===== config.mk =====
export PLATFORM = sky130hd
export DESIGN_NAME = md_hazard_scoreboard
export DESIGN_NICKNAME = d
export VERILOG_FILES = /design/src/rtl/md_hazard_scoreboard.sv
export SDC_FILE = /design/constraint.sdc
export NUM_CORES = 1
export LEC_CHECK = 0
export BUFFER_PORTS_ARGS = -buffer_cell sky130_fd_sc_hd__buf_2
export CAP_MARGIN = 10
export CORE_MARGIN = 2
export CORE_UTILIZATION = 57
export DETAILED_ROUTE_END_ITERATION = 10
export MAX_ROUTING_LAYER = met4
export PLACE_DENSITY = 0.87
export SKIP_LAST_GASP = 1
export SLEW_MARGIN = 20
export SYNTH_ARGS = -nofsm -noshare
export SYNTH_HDL_FRONTEND = slang
export SYNTH_SLANG_ARGS = --single-unit
export TNS_END_PERCENT = 5

===== constraint.sdc =====
create_clock -name clock -period 3.9 [get_ports clock]
set_clock_uncertainty 0.05 [all_clocks]
set_input_delay 0.39 -clock clock [delete_from_list [all_inputs] [get_ports clock]]
set_output_delay 0.39 -clock clock [all_outputs]
set_load 0.02 [all_outputs]

===== src/rtl/md_hazard_scoreboard.sv =====
`default_nettype none
// ============================================================================
//  Module   : md_hazard_scoreboard
//  Purpose  : Decode-stage stall logic for the 5-stage pipeline. Detects
//             load-use hazards between F/D and D/X, and tracks up to MD_SLOTS
//             outstanding fixed-latency mul/div operations so F/D can be held
//             on RAW, WAW and structural (all slots busy) hazards. Each
//             mul/div completion is reported to writeback as a one-cycle pulse.
//  Ports    : clock, reset      - rising-edge clock, synchronous active-high reset
//             fd_insn, dx_insn  - instructions in the F/D and D/X latches
//             dx_valid          - dx_insn enters X this cycle (once per insn)
//             stall             - freeze PC/F-D, insert nop into D/X
//             md_count, md_full - occupied slots / all slots occupied
//             md_retire(_rd)    - a slot completes this cycle, and its dest
//             md_overflow       - sticky: an issue arrived while full
//  Revision : 1.0 - initial release
// ============================================================================
module md_hazard_scoreboard #(
    parameter int INSN_W   = 32,
    parameter int REG_AW   = 5,
    parameter int MD_SLOTS = 2,
    parameter int MD_LAT   = 4
) (
    input  logic                              clock,
    input  logic                              reset,
    input  logic [INSN_W-1:0]                 fd_insn,
    input  logic [INSN_W-1:0]                 dx_insn,
    input  logic                              dx_valid,
    output logic                              stall,
    output logic [$clog2(MD_SLOTS+1)-1:0]     md_count,
    output logic                              md_full,
    output logic                              md_retire,
    output logic [REG_AW-1:0]                 md_retire_rd,
    output logic                              md_overflow
);

    localparam int CW    = $clog2(MD_SLOTS + 1);
    localparam int CNT_W = $clog2(MD_LAT);

    localparam logic [4:0] OP_RTYPE = 5'b00000;
    localparam logic [4:0] OP_J     = 5'b00001;
    localparam logic [4:0] OP_BNE   = 5'b00010;
    localparam logic [4:0] OP_JAL   = 5'b00011;
    localparam logic [4:0] OP_JR    = 5'b00100;
    localparam logic [4:0] OP_ADDI  = 5'b00101;
    localparam logic [4:0] OP_BLT   = 5'b00110;
    localparam logic [4:0] OP_SW    = 5'b00111;
    localparam logic [4:0] OP_LW    = 5'b01000;
    localparam logic [4:0] OP_SETX  = 5'b10101;
    localparam logic [4:0] OP_BEX   = 5'b10110;
    localparam logic [4:0] ALU_SLL  = 5'b00100;
    localparam logic [4:0] ALU_SRL  = 5'b00101;
    localparam logic [4:0] ALU_MUL  = 5'b00110;
    localparam logic [4:0] ALU_DIV  = 5'b00111;

    localparam logic [REG_AW-1:0] R30 = REG_AW'(30);
    localparam logic [REG_AW-1:0] R31 = REG_AW'(31);

    // Slot state
    logic [MD_SLOTS-1:0]              valid_q, valid_d;
    logic [MD_SLOTS-1:0][REG_AW-1:0]  rd_q,    rd_d;
    logic [MD_SLOTS-1:0][CNT_W-1:0]   cnt_q,   cnt_d;
    logic                             ovf_q,   ovf_d;

    // Instruction fields
    logic [4:0]        fd_op, fd_alu, dx_op, dx_alu;
    logic [REG_AW-1:0] fd_rd, fd_rs, fd_rt, dx_rd;
    logic              fd_is_md, md_issue;

    assign fd_op  = fd_insn[31:27];
    assign fd_alu = fd_insn[6:2];
    assign fd_rd  = fd_insn[22 +: REG_AW];
    assign fd_rs  = fd_insn[17 +: REG_AW];
    assign fd_rt  = fd_insn[12 +: REG_AW];
    assign dx_op  = dx_insn[31:27];
    assign dx_alu = dx_insn[6:2];
    assign dx_rd  = dx_insn[22 +: REG_AW];

    assign fd_is_md = (fd_op == OP_RTYPE) && ((fd_alu == ALU_MUL) || (fd_alu == ALU_DIV));
    assign md_issue = dx_valid && (dx_op == OP_RTYPE) && ((dx_alu == ALU_MUL) || (dx_alu == ALU_DIV));

    // Registers the F/D instruction touches; entries 0..2 are sources, 3 is
    // the destination. Unused entries are r0, which never matches anything.
    logic [REG_AW-1:0] chk [4];
    logic              fd_nop;
    assign fd_nop = (fd_insn == '0);

    always_comb begin
        for (int k = 0; k < 4; k++) chk[k] = '0;
        if (!fd_nop) begin
            if ((fd_op == OP_RTYPE) || (fd_op == OP_ADDI) || (fd_op == OP_LW) ||
                (fd_op == OP_SW) || (fd_op == OP_BNE) || (fd_op == OP_BLT))
                chk[0] = fd_rs;
            if ((fd_op == OP_RTYPE) && (fd_alu != ALU_SLL) && (fd_alu != ALU_SRL))
                chk[1] = fd_rt;
            if ((fd_op == OP_SW) || (fd_op == OP_BNE) || (fd_op == OP_BLT) || (fd_op == OP_JR))
                chk[2] = fd_rd;
            else if (fd_op == OP_BEX)
                chk[2] = R30;
            if ((fd_op == OP_RTYPE) || (fd_op == OP_ADDI) || (fd_op == OP_LW))
                chk[3] = fd_rd;
            else if (fd_op == OP_JAL)
                chk[3] = R31;
            else if (fd_op == OP_SETX)
                chk[3] = R30;
        end
    end

    // Pending-set membership. A retiring slot is still valid this cycle, so
    // its destination keeps blocking until the writeback has happened.
    logic [3:0] hit;
    always_comb begin
        hit = '0;
        for (int k = 0; k < 4; k++) begin
            if (chk[k] != '0) begin
                if (md_issue && (dx_rd == chk[k])) hit[k] = 1'b1;
                for (int s = 0; s < MD_SLOTS; s++)
                    if (valid_q[s] && (rd_q[s] == chk[k])) hit[k] = 1'b1;
            end
        end
    end

    logic load_use, structural;
    assign load_use = (dx_op == OP_LW) && (dx_rd != '0) &&
                      ((dx_rd == chk[0]) || (dx_rd == chk[1]) || (dx_rd == chk[2]));
    // Same-cycle retirement is deliberately not credited here.
    assign structural = fd_is_md && ((32'(md_count) + 32'(md_issue)) >= MD_SLOTS);
    assign stall = load_use || (|hit) || structural;

    // Occupancy and retirement from registered slot state
    always_comb begin
        md_count     = '0;
        md_retire    = 1'b0;
        md_retire_rd = '0;
        for (int s = 0; s < MD_SLOTS; s++) begin
            md_count = md_count + CW'(valid_q[s]);
            // Fixed latency means at most one slot reaches zero per cycle.
            if (valid_q[s] && (cnt_q[s] == '0)) begin
                md_retire    = 1'b1;
                md_retire_rd = md_retire_rd | rd_q[s];
            end
        end
    end
    assign md_full     = (md_count == CW'(MD_SLOTS));
    assign md_overflow = ovf_q;

    // Slot next state: age/retire first, then let the issue take the lowest
    // free slot, which includes one freed by retirement at this edge.
    always_comb begin
        logic done;
        valid_d = valid_q;
        rd_d    = rd_q;
        cnt_d   = cnt_q;
        done    = 1'b0;
        for (int s = 0; s < MD_SLOTS; s++) begin
            if (valid_q[s]) begin
                if (cnt_q[s] == '0) valid_d[s] = 1'b0;
                else                cnt_d[s]   = cnt_q[s] - CNT_W'(1);
            end
        end
        if (md_issue && !md_full) begin
            for (int s = 0; s < MD_SLOTS; s++) begin
                if (!valid_d[s] && !done) begin
                    valid_d[s] = 1'b1;
                    rd_d[s]    = dx_rd;
                    cnt_d[s]   = CNT_W'(MD_LAT - 1);
                    done       = 1'b1;
                end
            end
        end
        ovf_d = ovf_q || (md_issue && md_full);
    end

    always_ff @(posedge clock) begin
        if (reset) begin
            valid_q <= '0;
            rd_q    <= '0;
            cnt_q   <= '0;
            ovf_q   <= 1'b0;
        end else begin
            valid_q <= valid_d;
            rd_q    <= rd_d;
            cnt_q   <= cnt_d;
            ovf_q   <= ovf_d;
        end
    end

    // Immediate/shamt bits carry no hazard information.
    logic w_unused;
    assign w_unused = ^{fd_insn[11:7], fd_insn[1:0], dx_insn[21:7], dx_insn[1:0]};

endmodule
`default_nettype wire

==> flow_metrics.env <==
export IMPL_outcome="finished, final reports clean"
export IMPL_crit_path_frequent_cell="buf_2"
export IMPL_final_cells=444
export IMPL_finalNetCount=461
export IMPL_firstDrtPassIters=5
export IMPL_dpl_cell_count=440
export IMPL_cts_hold_buf=0
export IMPL_clk_latency_ps=260
export IMPL_placed_cell_area_um2=2740
export IMPL_core_area_um2=4320
export IMPL_power_density_nw_per_um2=165
export IMPL_antenna_found_initial=0
export IMPL_setup_worst_path_class="in -> out"
export IMPL_min_period_ps=3180
export IMPL_drt_wl_total_um=7670
export IMPL_die_area_um2=5010
export IMPL_cap_violations=0
export IMPL_syn_num_nets=432
export IMPL_grt_start_max_net_pins=18
export IMPL_whs_ps=413
export IMPL_fillers=399
export IMPL_avgRoutedWirePerCell_um=17.3
export IMPL_cts_buffers=3
export IMPL_multi_input_comb_area_um2=1990
export IMPL_tightest_slew_ps=709
export IMPL_layout_commonest_cell="buf_2"
export IMPL_grt_setup_unrepaired="false"
export IMPL_cts_setup_buffers=0
export IMPL_avgSynthCellArea_um2=6.98
export IMPL_final_cell_mix="buf_2, nor2_1, a21oi_1, nand2_1, xnor2_1"
export IMPL_grt_pass1_wl_um=12400
export IMPL_dp_slack_ps=771
export IMPL_antenna_cells=0
export IMPL_dr_total_vias=2970
export IMPL_yosysWarnings=0
export IMPL_drt_iter0_drc=283
export IMPL_rows=24
export IMPL_ios=78
export IMPL_critPathBufInv=2
export IMPL_finalWeightedCongestion=0.988
export IMPL_whs_path_depth=2
export IMPL_hold_path_end="md_overflow"
export IMPL_async_reset_ff_share_pct=0
export IMPL_hold_path_class="reg -> reg"
export IMPL_cts_resized=0
export IMPL_fin_util_pct=64.5
export IMPL_start_kind="input pin"
export IMPL_critPathMaxFanout=9
export IMPL_setup_viol=0
export IMPL_yosysSeqAreaShare_pct=13.4
export IMPL_drc_errors=0
export IMPL_die_w_um=70.8
export IMPL_reg2reg_slack_ps=1820
export IMPL_start_util_pct=58.8
export IMPL_vias_per_cell=6.69
export IMPL_leakagePower_nw=1.05
export IMPL_clkSinkCount=17
export IMPL_maxSlewViolCount=0
export IMPL_critical_path_arrival_ps=2740
export IMPL_grt_use_total_pct=31.3
export IMPL_area_delta_synth_final_pct=9.80
export IMPL_relSlewSlack_pct=51.5
export IMPL_setup_tns_ps=0
export IMPL_cts_root_buf="clkbuf_8"
export IMPL_power_total_mw=0.461
export IMPL_highest_layer="met4"
export IMPL_vdd_drop_max_mv=0.326
export IMPL_dr_wl_met2_um=3550
export IMPL_yosysUniqueCellTypes=72
export IMPL_clk_pin_slew_ps=70
export IMPL_htree_num_levels=1
export IMPL_syn_area_um2=2540
export IMPL_final_seq_area_um2=340
export IMPL_finalWorstSetupSlack_ps=721
export IMPL_rr_worst_depth=7
export IMPL_drive_gt1_share_pct=21.2
export IMPL_drtAntennaViolNets=0
export IMPL_synth_edf_count=0
export IMPL_critPathSlowestCell="o41ai_4"
export IMPL_design_area_um2=2790
export IMPL_crit_family="compound AO/OA/AOI/OAI gates"
export IMPL_die_h_um=70.8
export IMPL_max_stage_delay_ps=550
export IMPL_synth_top_flop_cell="dfxtp_1"
export IMPL_worstReg2RegEnd="rd_q[7]"
export IMPL_synth_seq_cells=17
export IMPL_wl_met1_um=3210
export IMPL_hold_viol_final=0
export IMPL_period_share_pct=81.5
export IMPL_syn_inst=364
export IMPL_fmax_mhz=315
export IMPL_clock_path_buffers=2
export IMPL_cts_tree="yes"
export IMPL_grt_overflow_total=0
export IMPL_crit_chain="buf_2, nor2_1, nand2_1, o41ai_4, a21boi_0, nor4_1, o32ai_1, nand4_1, buf_2"
export IMPL_hpwl_um=5690
export IMPL_grt_pass1_vias=2558
export IMPL_end_kind="output pin"
export IMPL_worstHoldStart="md_overflow"
export IMPL_route_met3_wl_um=715
export IMPL_port_buffers=59
export IMPL_worstPathRequired_ps=3460
export IMPL_r2r_start="valid_q[0]"
## how the worst max path moves through the flow
stage / startpoint / to / slack [ps] / depth (start not counted)
2_1_floorplan: fd_insn[30] / stall / 1260 / 8
3_3_place_gp: fd_insn[5] / stall / 770 / 10
3_5_place_dp: fd_insn[5] / stall / 770 / 10
4_1_cts: fd_insn[5] / stall / 770 / 10
5_1_grt: fd_insn[31] / stall / 500 / 10
6_report: fd_insn[31] / stall / 720 / 9
## tightest hold or removal path, stage by stage, from the launching register on
cell     delay [ps]
dfxtp_1         330
a21oi_1          40
nor2_1           60
## per-layer routing
layer	global-route usage [%]	vias up
li1	-	1410
met1	41.4	1384
met2	49.8	149
met3	3.85	27
met4	9.85	0
met5	-	-
## layout make-up
| type | instances | share of cell area, % |
|---|---|---|
| Multi-Input combinational cell | 302 | 71.5 |
| Clock buffer | 3 | 1.48 |
| Inverter | 7 | 0.942 |
| Clock inverter | 1 | 0.179 |
| Tap cell | 52 | 2.33 |
| Timing Repair Buffer | 62 | 11.4 |
| Sequential cell | 17 | 12.2 |
## cell families after synthesis
logic type / count (synthesis) / synth area share, %
DFF: 17 / 13.4
AOI/OAI and AO/OA: 113 / 33.3
xor gates and xnor gates: 27 / 9.31
adders and majority gates: 1 / 0.492
buffers and inverters: 45 / 8.12
muxes: 7 / 2.76
and+or+nand+nor: 154 / 32.6
## power breakdown
group / switching [mW] / total, mW / internal [mW]
Sequential: 0.000174 / 0.174 / 0.174
Clock: 0.0613 / 0.132 / 0.0711
Combinational: 0.0918 / 0.155 / 0.0628
## state kept, by name, indices dropped and copies added, names as in the netlist
signal,flops
valid_q,2
md_overflow,1
cnt_q,4
rd_q,10
## cells in the mapped netlist (3+ instances only)
library cell	count	area [um^2]
a221oi_1	5	43.8
a21oi_1	28	140
nor4bb_1	4	40.0
o22ai_1	4	25.0
xor2_1	5	43.8
inv_1	7	26.3
buf_6	3	33.8
nor4b_1	6	52.6
a22o_1	5	43.8
nor2_1	49	184
and3_1	3	18.8
a31oi_1	9	56.3
nor4_1	6	37.5
or2_2	3	18.8
nand3_1	13	65.1
nor3_1	9	45.0
nand2b_1	6	37.5
buf_2	4	20.0
o21bai_1	4	30.0
buf_1	4	15.0
nand2_1	26	97.6
o32ai_1	10	87.6
o21ai_0	16	80.1
a21boi_0	4	30.0
mux2i_1	7	70.1
xnor2_1	22	193
nand4_1	5	31.3
dfxtp_1	17	340
clkbuf_1	23	86.3
nand3b_1	6	45.0
a2111oi_0	3	26.3
(Power assumes the default switching activity.)
